## src/rtl/fsm_share_arbiter_pkg.sv

```systemverilog
// rtl/fsm_share_arbiter_pkg.sv - shared state encodings and default widths for fsm_share_arbiter
package fsm_share_pkg;

    localparam logic [1:0] ST_IDLE  = 2'd0;
    localparam logic [1:0] ST_CLEAR = 2'd1;
    localparam logic [1:0] ST_RUN   = 2'd2;
    localparam logic [1:0] ST_DRAIN = 2'd3;

    localparam int DEF_NUM_REQ = 2;
    localparam int DEF_LEN_W   = 4;
    localparam int DEF_STATE_W = 3;
    localparam int DEF_Z_W     = 2;

    // Owner ids need at least one bit even for a single requester.
    function automatic int id_width(input int n);
        return (n > 1) ? $clog2(n) : 1;
    endfunction

endpackage

```

## src/rtl/fsm_share_arbiter_rr_pick.sv

```systemverilog
// rtl/fsm_share_arbiter_rr_pick.sv - combinational round-robin picker (req, last_owner) -> one-hot, id, any
module rr_pick
    import fsm_share_pkg::*;
#(
    parameter int NUM_REQ = DEF_NUM_REQ,
    parameter int ID_W    = 1
) (
    input  logic [NUM_REQ-1:0] req,
    input  logic [ID_W-1:0]    last_owner,
    output logic [NUM_REQ-1:0] gnt,
    output logic [ID_W-1:0]    id,
    output logic               any_req
);

    logic [NUM_REQ-1:0] above;
    logic [NUM_REQ-1:0] masked;
    logic [NUM_REQ-1:0] pool;

    // Prefer requesters above last_owner; fall back to the full set to wrap around.
    always_comb begin
        above = '0;
        for (int i = 0; i < NUM_REQ; i++) begin
            above[i] = (i > int'(last_owner));
        end
        masked = req & above;
        pool   = (masked != '0) ? masked : req;
        gnt    = '0;
        id     = '0;
        for (int i = NUM_REQ - 1; i >= 0; i--) begin
            if (pool[i]) begin
                gnt    = '0;
                gnt[i] = 1'b1;
                id     = ID_W'(i);
            end
        end
        any_req = |req;
    end

endmodule

```

## src/rtl/fsm_share_arbiter.sv

```systemverilog
// rtl/fsm_share_arbiter.sv - round-robin sequencer sharing one Moore FSM among NUM_REQ requesters
// Optional macro FSM_CLEAR_EN adds a one-cycle FSM clear state before every burst.
module fsm_share_arbiter
    import fsm_share_pkg::*;
#(
    parameter int NUM_REQ  = DEF_NUM_REQ,
    parameter int LEN_W    = DEF_LEN_W,
    parameter int STATE_W  = DEF_STATE_W,
    parameter int Z_W      = DEF_Z_W,
    localparam int ID_W    = id_width(NUM_REQ)
) (
    input  logic                     i_clk,
    input  logic                     i_rst,
    input  logic [NUM_REQ-1:0]       i_req,
    input  logic [NUM_REQ*LEN_W-1:0] i_len,
    input  logic [NUM_REQ-1:0]       i_valid,
    input  logic [NUM_REQ-1:0]       i_x,
    input  logic [NUM_REQ-1:0]       i_y,
    output logic [NUM_REQ-1:0]       o_ready,
    output logic [NUM_REQ-1:0]       o_gnt,
    output logic [NUM_REQ-1:0]       o_done,
    output logic                     o_fsm_x,
    output logic                     o_fsm_y,
    output logic                     o_fsm_en,
    output logic                     o_fsm_clr,
    input  logic [STATE_W-1:0]       i_fsm_sta,
    input  logic [Z_W-1:0]           i_fsm_z1,
    input  logic [Z_W-1:0]           i_fsm_z2,
    output logic                     o_rsp_valid,
    output logic [Z_W-1:0]           o_z1,
    output logic [Z_W-1:0]           o_z2,
    output logic [ID_W-1:0]          o_rsp_id,
    output logic [STATE_W-1:0]       o_last_sta
);

`ifdef FSM_CLEAR_EN
    localparam logic [1:0] ST_FIRST = ST_CLEAR;
`else
    localparam logic [1:0] ST_FIRST = ST_RUN;
`endif

    logic [1:0]         state;
    logic [NUM_REQ-1:0] gnt;
    logic [ID_W-1:0]    owner;
    logic [ID_W-1:0]    last_owner;
    logic [ID_W-1:0]    en_id;
    logic [LEN_W-1:0]   count;
    logic [NUM_REQ-1:0] pick_gnt;
    logic [ID_W-1:0]    pick_id;
    logic               pick_any;
    logic               owner_req;
    logic               accept;

    rr_pick #(
        .NUM_REQ (NUM_REQ),
        .ID_W    (ID_W)
    ) u_pick (
        .req        (i_req),
        .last_owner (last_owner),
        .gnt        (pick_gnt),
        .id         (pick_id),
        .any_req    (pick_any)
    );

    // A dropped request aborts the burst, so ready is withheld in that cycle.
    assign owner_req   = i_req[owner];
    assign o_ready     = (state == ST_RUN && owner_req) ? gnt : '0;
    assign accept      = |(i_valid & o_ready);
    assign o_done      = (state == ST_DRAIN) ? gnt : '0;
    assign o_gnt       = gnt;
    assign o_z1        = o_rsp_valid ? i_fsm_z1 : '0;
    assign o_z2        = o_rsp_valid ? i_fsm_z2 : '0;

`ifdef FSM_CLEAR_EN
    assign o_fsm_clr = (state == ST_CLEAR);
`else
    assign o_fsm_clr = 1'b0;
`endif

    always_ff @(posedge i_clk or posedge i_rst) begin
        if (i_rst) begin
            state       <= ST_IDLE;
            gnt         <= '0;
            owner       <= '0;
            last_owner  <= ID_W'(NUM_REQ - 1);
            count       <= '0;
            en_id       <= '0;
            o_fsm_x     <= 1'b0;
            o_fsm_y     <= 1'b0;
            o_fsm_en    <= 1'b0;
            o_rsp_valid <= 1'b0;
            o_rsp_id    <= '0;
            o_last_sta  <= '0;
        end else begin
            o_fsm_en    <= accept;
            o_rsp_valid <= o_fsm_en;
            if (accept) begin
                o_fsm_x <= i_x[owner];
                o_fsm_y <= i_y[owner];
                en_id   <= owner;
            end
            if (o_fsm_en) begin
                o_rsp_id <= en_id;
            end
            case (state)
                ST_IDLE: begin
                    if (pick_any) begin
                        gnt   <= pick_gnt;
                        owner <= pick_id;
                        count <= i_len[pick_id*LEN_W +: LEN_W];
                        state <= ST_FIRST;
                    end
                end
                ST_CLEAR: state <= ST_RUN;
                ST_RUN: begin
                    if (!owner_req) begin
                        state <= ST_DRAIN;
                    end else if (accept) begin
                        if (count == '0) begin
                            state <= ST_DRAIN;
                        end else begin
                            count <= count - 1'b1;
                        end
                    end
                end
                ST_DRAIN: begin
                    o_last_sta <= i_fsm_sta;
                    last_owner <= owner;
                    gnt        <= '0;
                    state      <= ST_IDLE;
                end
                default: state <= ST_IDLE;
            endcase
        end
    end

endmodule
```

## config.mk

```make
export PLATFORM = sky130hd
export DESIGN_NAME = fsm_share_arbiter
export DESIGN_NICKNAME = d
export VERILOG_FILES = /design/src/rtl/fsm_share_arbiter_pkg.sv /design/src/rtl/fsm_share_arbiter_rr_pick.sv /design/src/rtl/fsm_share_arbiter.sv
export SDC_FILE = /design/constraint.sdc
export NUM_CORES = 1
export LEC_CHECK = 0
export BUFFER_PORTS_ARGS = -buffer_cell sky130_fd_sc_hd__buf_2
export CAP_MARGIN = 20
export CORE_MARGIN = 5
export CORE_UTILIZATION = 46
export DETAILED_ROUTE_END_ITERATION = 10
export PLACE_DENSITY_LB_ADDON = 0.12
export SYNTH_ARGS = -nofsm -noshare
export SYNTH_HDL_FRONTEND = slang
export SYNTH_HIERARCHICAL = 1
export SYNTH_SLANG_ARGS = --single-unit
export TNS_END_PERCENT = 10
```

## constraint.sdc

```tcl
create_clock -name i_clk -period 2.2 [get_ports i_clk]
set_clock_uncertainty 0.15 [all_clocks]
set_input_delay 0.11 -clock i_clk [delete_from_list [all_inputs] [get_ports i_clk]]
set_output_delay 0.11 -clock i_clk [all_outputs]
set_load 0.05 [all_outputs]
```

==> results.py <==
metrics = {
    "sta": {
        "hold_slack_ps": -0.766,
        "fin_crit_sh_pct": 89.5,
        "max_freq_mhz": 508,
        "min_period_ps": 1970,
        "setup_ws_ps": 231,
        "hold_viol": 1,
        "slew_headroom_pct": 53.9,
        "worst_slew_pin_slew_ps": 690,
        "setup_violations": 0,
        "rsz0062_at_grt": "no",
        "slew_violations": 0,
        "setup_tns_ps": 0,
    },
    "critical_path": {
        "crit_arrival_ps": 1710,
        "path_class": "flip-flop to output port",
        "cp-end-kind": "output port",
        "path_max_fanout": 13,
        "setup.worst_path.start_class": "flip-flop",
        "ff2ff_setup_slack_ps": 350,
        "crit_required_ps": 1940,
    },
    "routing": {
        "totalWireLength_um": 2190,
        "ant_nets": 0,
        "drc": 0,
        "vias": 872,
        "vias_per_cell": 4.87,
        "drtPass1Iterations": 2,
        "drt_iter0_drc": 16,
        "wl_per_cell_um": 12.2,
    },
    "logic_synthesis": {
        "synth_nets": 130,
        "synth_ff_type": "dfrtp_1",
        "yosysTopAreaCell": "dfrtp_1",
        "yosys-top-cells-count": "dfrtp_1 (18), a21oi_1 (9), mux2_2 (9), nor2_1 (9)",
        "synth_cells": 104,
        "syn-mean-instance-area_um2": 10.0,
        "syn-cell-area_um2": 1040,
        "synth_edf_count": 0,
        "synth.distinct_cells": 30,
        "yosys_warnings": 6,
        "synth-seq-area-share_pct": 45.8,
        "synth_top_area_share_pct": 43.3,
        "synth-seq-cells": 19,
        "synth_most_common_cell": "dfrtp_1",
        "synth-async-reset-ratio_pct": 100,
        "synth_area_leaders": "dfrtp_1 (43%), mux2_2 (9.7%), mux2i_1 (6.7%)",
    },
    "outcome": {
        "violations": "negative hold slack",
        "status": "complete, but fails checks",
    },
    "floorplanning": {
        "fp.coreArea_um2": 2190,
        "rows": 17,
        "io_pins": 44,
        "die_x_um": 57.5,
        "initial_core_util_pct": 47.5,
        "die_area_um2": 3310,
        "die_y_um": 57.5,
    },
    "power_and_ir_drop": {
        "p_int_mw": 0.917,
        "p_comb_share_pct": 54.6,
        "sequentialPowerShare_pct": 36.0,
        "ir_worst_vdd_v": 0.000877,
        "p_switching_mw": 0.861,
        "clock_power_share_pct": 9.5,
        "powerDensity_nw_per_um2": 1330,
        "swShare_pct": 48.4,
        "p_leak_nw": 0.688,
    },
    "grt": {
        "grt_max_degree": 20,
        "first_global_vias": 887,
        "antenna_found_initial": 0,
        "grt_pass1_wl_um": 3880,
        "grt_usage_pct": 14.8,
        "grt-ovfl-total": 0,
    },
    "finish": {
        "regArea_um2": 477,
        "syn2layout_area_growth_pct": 28.9,
        "drive_gt1_share_pct": 38.4,
        "fin_nets": 178,
        "num_antenna_cells": 0,
        "multi_input_area_um2": 505,
        "nFillCells": 216,
    },
    "job": {
        "drv_cap": 0,
    },
    "placed_design": {
        "gp_congestion": 0.770,
        "dpl.hpwl_um": 1730,
        "numPortBuffers": 42,
        "place_ws_ps": 346,
    },
    "clocking": {
        "h-tree-depth": 1,
        "cts_root_buf": "clkbuf_4",
        "cts_sinks": 19,
        "clk_pin_slew_ps": 100,
        "clock_latency_ps": 280,
        "cts_resized": 0,
        "cts_tree": "yes",
        "clockBufferDepth": 2,
        "numCtsBuffers": 3,
    },
    "hold_path": {
        "hold_class": "primary input to flip-flop",
    },
}
-- metrics by stage --
stage | instance area, µm² | util (%) | cells | hold WS [ps] | total power [mW]
finish | 1340 | 61.2 | 179 | -0.766 | 1.78
detailed placement | 1250 | 57.2 | 169 | 110 | 1.62
global route | 1340 | 61.2 | 179 | 0.572 | 1.93
global placement | 1250 | 57.2 | 169 | 111 | 1.60
floorplan | 1040 | - | 104 | -89.6 | 1.43
CTS | 1340 | 61.2 | 179 | 6.61 | 1.80
-- per-layer routing --
metal,GRT usage (%),share of wire (%)
met1,18.6,43
met2,25.2,49
met3,3.17,6.9
met4,4.97,1.0
met5,0,0
-- layout by cell type, fill, tap and decap left out, types with 2 or more instances in the layout --
cell / Yosys / layout
a21boi_1: 2 / 2
o211ai_1: 2 / 2
nand2_1: 7 / 7
inv_1: 5 / 5
nor2_1: 9 / 9
dlygate4sd3_1: 0 / 6
mux2i_1: 7 / 7
a21oi_1: 9 / 9
buf_2: 0 / 42
and2_1: 6 / 6
and3_1: 2 / 2
nor3_1: 2 / 2
o21ai_0: 3 / 3
nand2b_1: 2 / 2
mux2_2: 9 / 9
clkbuf_4: 0 / 3
nand3b_1: 3 / 3
nor2b_1: 2 / 2
dfrtp_1: 18 / 18
-- cell families after synthesis --
family	Yosys count	share of synthesized area, %
other	1	0.361
buffers and inverters	11	5.53
DFF	19	45.8
muxes	16	16.5
AOI/OAI and AO/OA	19	11.2
adders and majority gates	1	1.20
and+or+nand+nor	37	19.4
-- cell type report --
class                   count  area share (%)
flip-flops and latches     19            35.6
clock buffers               4            1.96
multi-input cells          74            37.7
well taps                  28            2.61
inverters                   5            1.40
repair buffers             49            20.7
-- worst max-delay path: stages, from the launching register on --
cell	delay, ps
dfrtp_1	540
nand2b_1	280
nor2_1	210
and2_1	140
buf_2	260
-- state kept, by name (all words and copies together), names as in the netlist --
signal / flops
o_fsm_en: 1
o_last_sta: 3
o_gnt: 2
owner: 1
o_rsp_valid: 1
o_fsm_x: 1
o_fsm_y: 1
o_rsp_id: 1
state: 2
en_id: 1
count: 4
last_owner: 1
-- what timing repair did --
| action | in CTS | in global routing |
|---|---|---|
| buffers inserted | 0 | 0 |
| hold endpoints to repair | 22 | 0 |
| hold buffers | 6 | 0 |
-- final timing paths --
| check | startpoint | endpoint | cells past startpoint |
|---|---|---|---|
| setup / recovery | state[1]$_DFFE_PP0P_ | o_ready[1] | 4 |
| min in group asynchronous | i_rst | en_id$_DFFE_PP0P_ | 3 |
| hold reg to reg | o_fsm_en$_DFF_PP0_ | o_rsp_valid$_DFF_PP0_ | 0 |
| max in group asynchronous | i_rst | o_gnt[1]$_DFFE_PP0P_ | 3 |
| setup reg to reg | state[1]$_DFFE_PP0P_ | en_id$_DFFE_PP0P_ | 3 |
| hold / removal | i_x[0] | o_fsm_x$_DFFE_PP0P_ | 3 |
-- power groups by stage --
stage | combinational, mW | clock, mW | sequential (mW)
after floorplan | 0.583 | 0 | 0.846
after global placement | 0.957 | 0 | 0.640
after detailed placement | 0.969 | 0 | 0.648
after CTS | 0.984 | 0.179 | 0.641
after global routing | 1.06 | 0.195 | 0.674
final | 0.970 | 0.168 | 0.639
No activity file was read; power rests on OpenSTA's default activity.
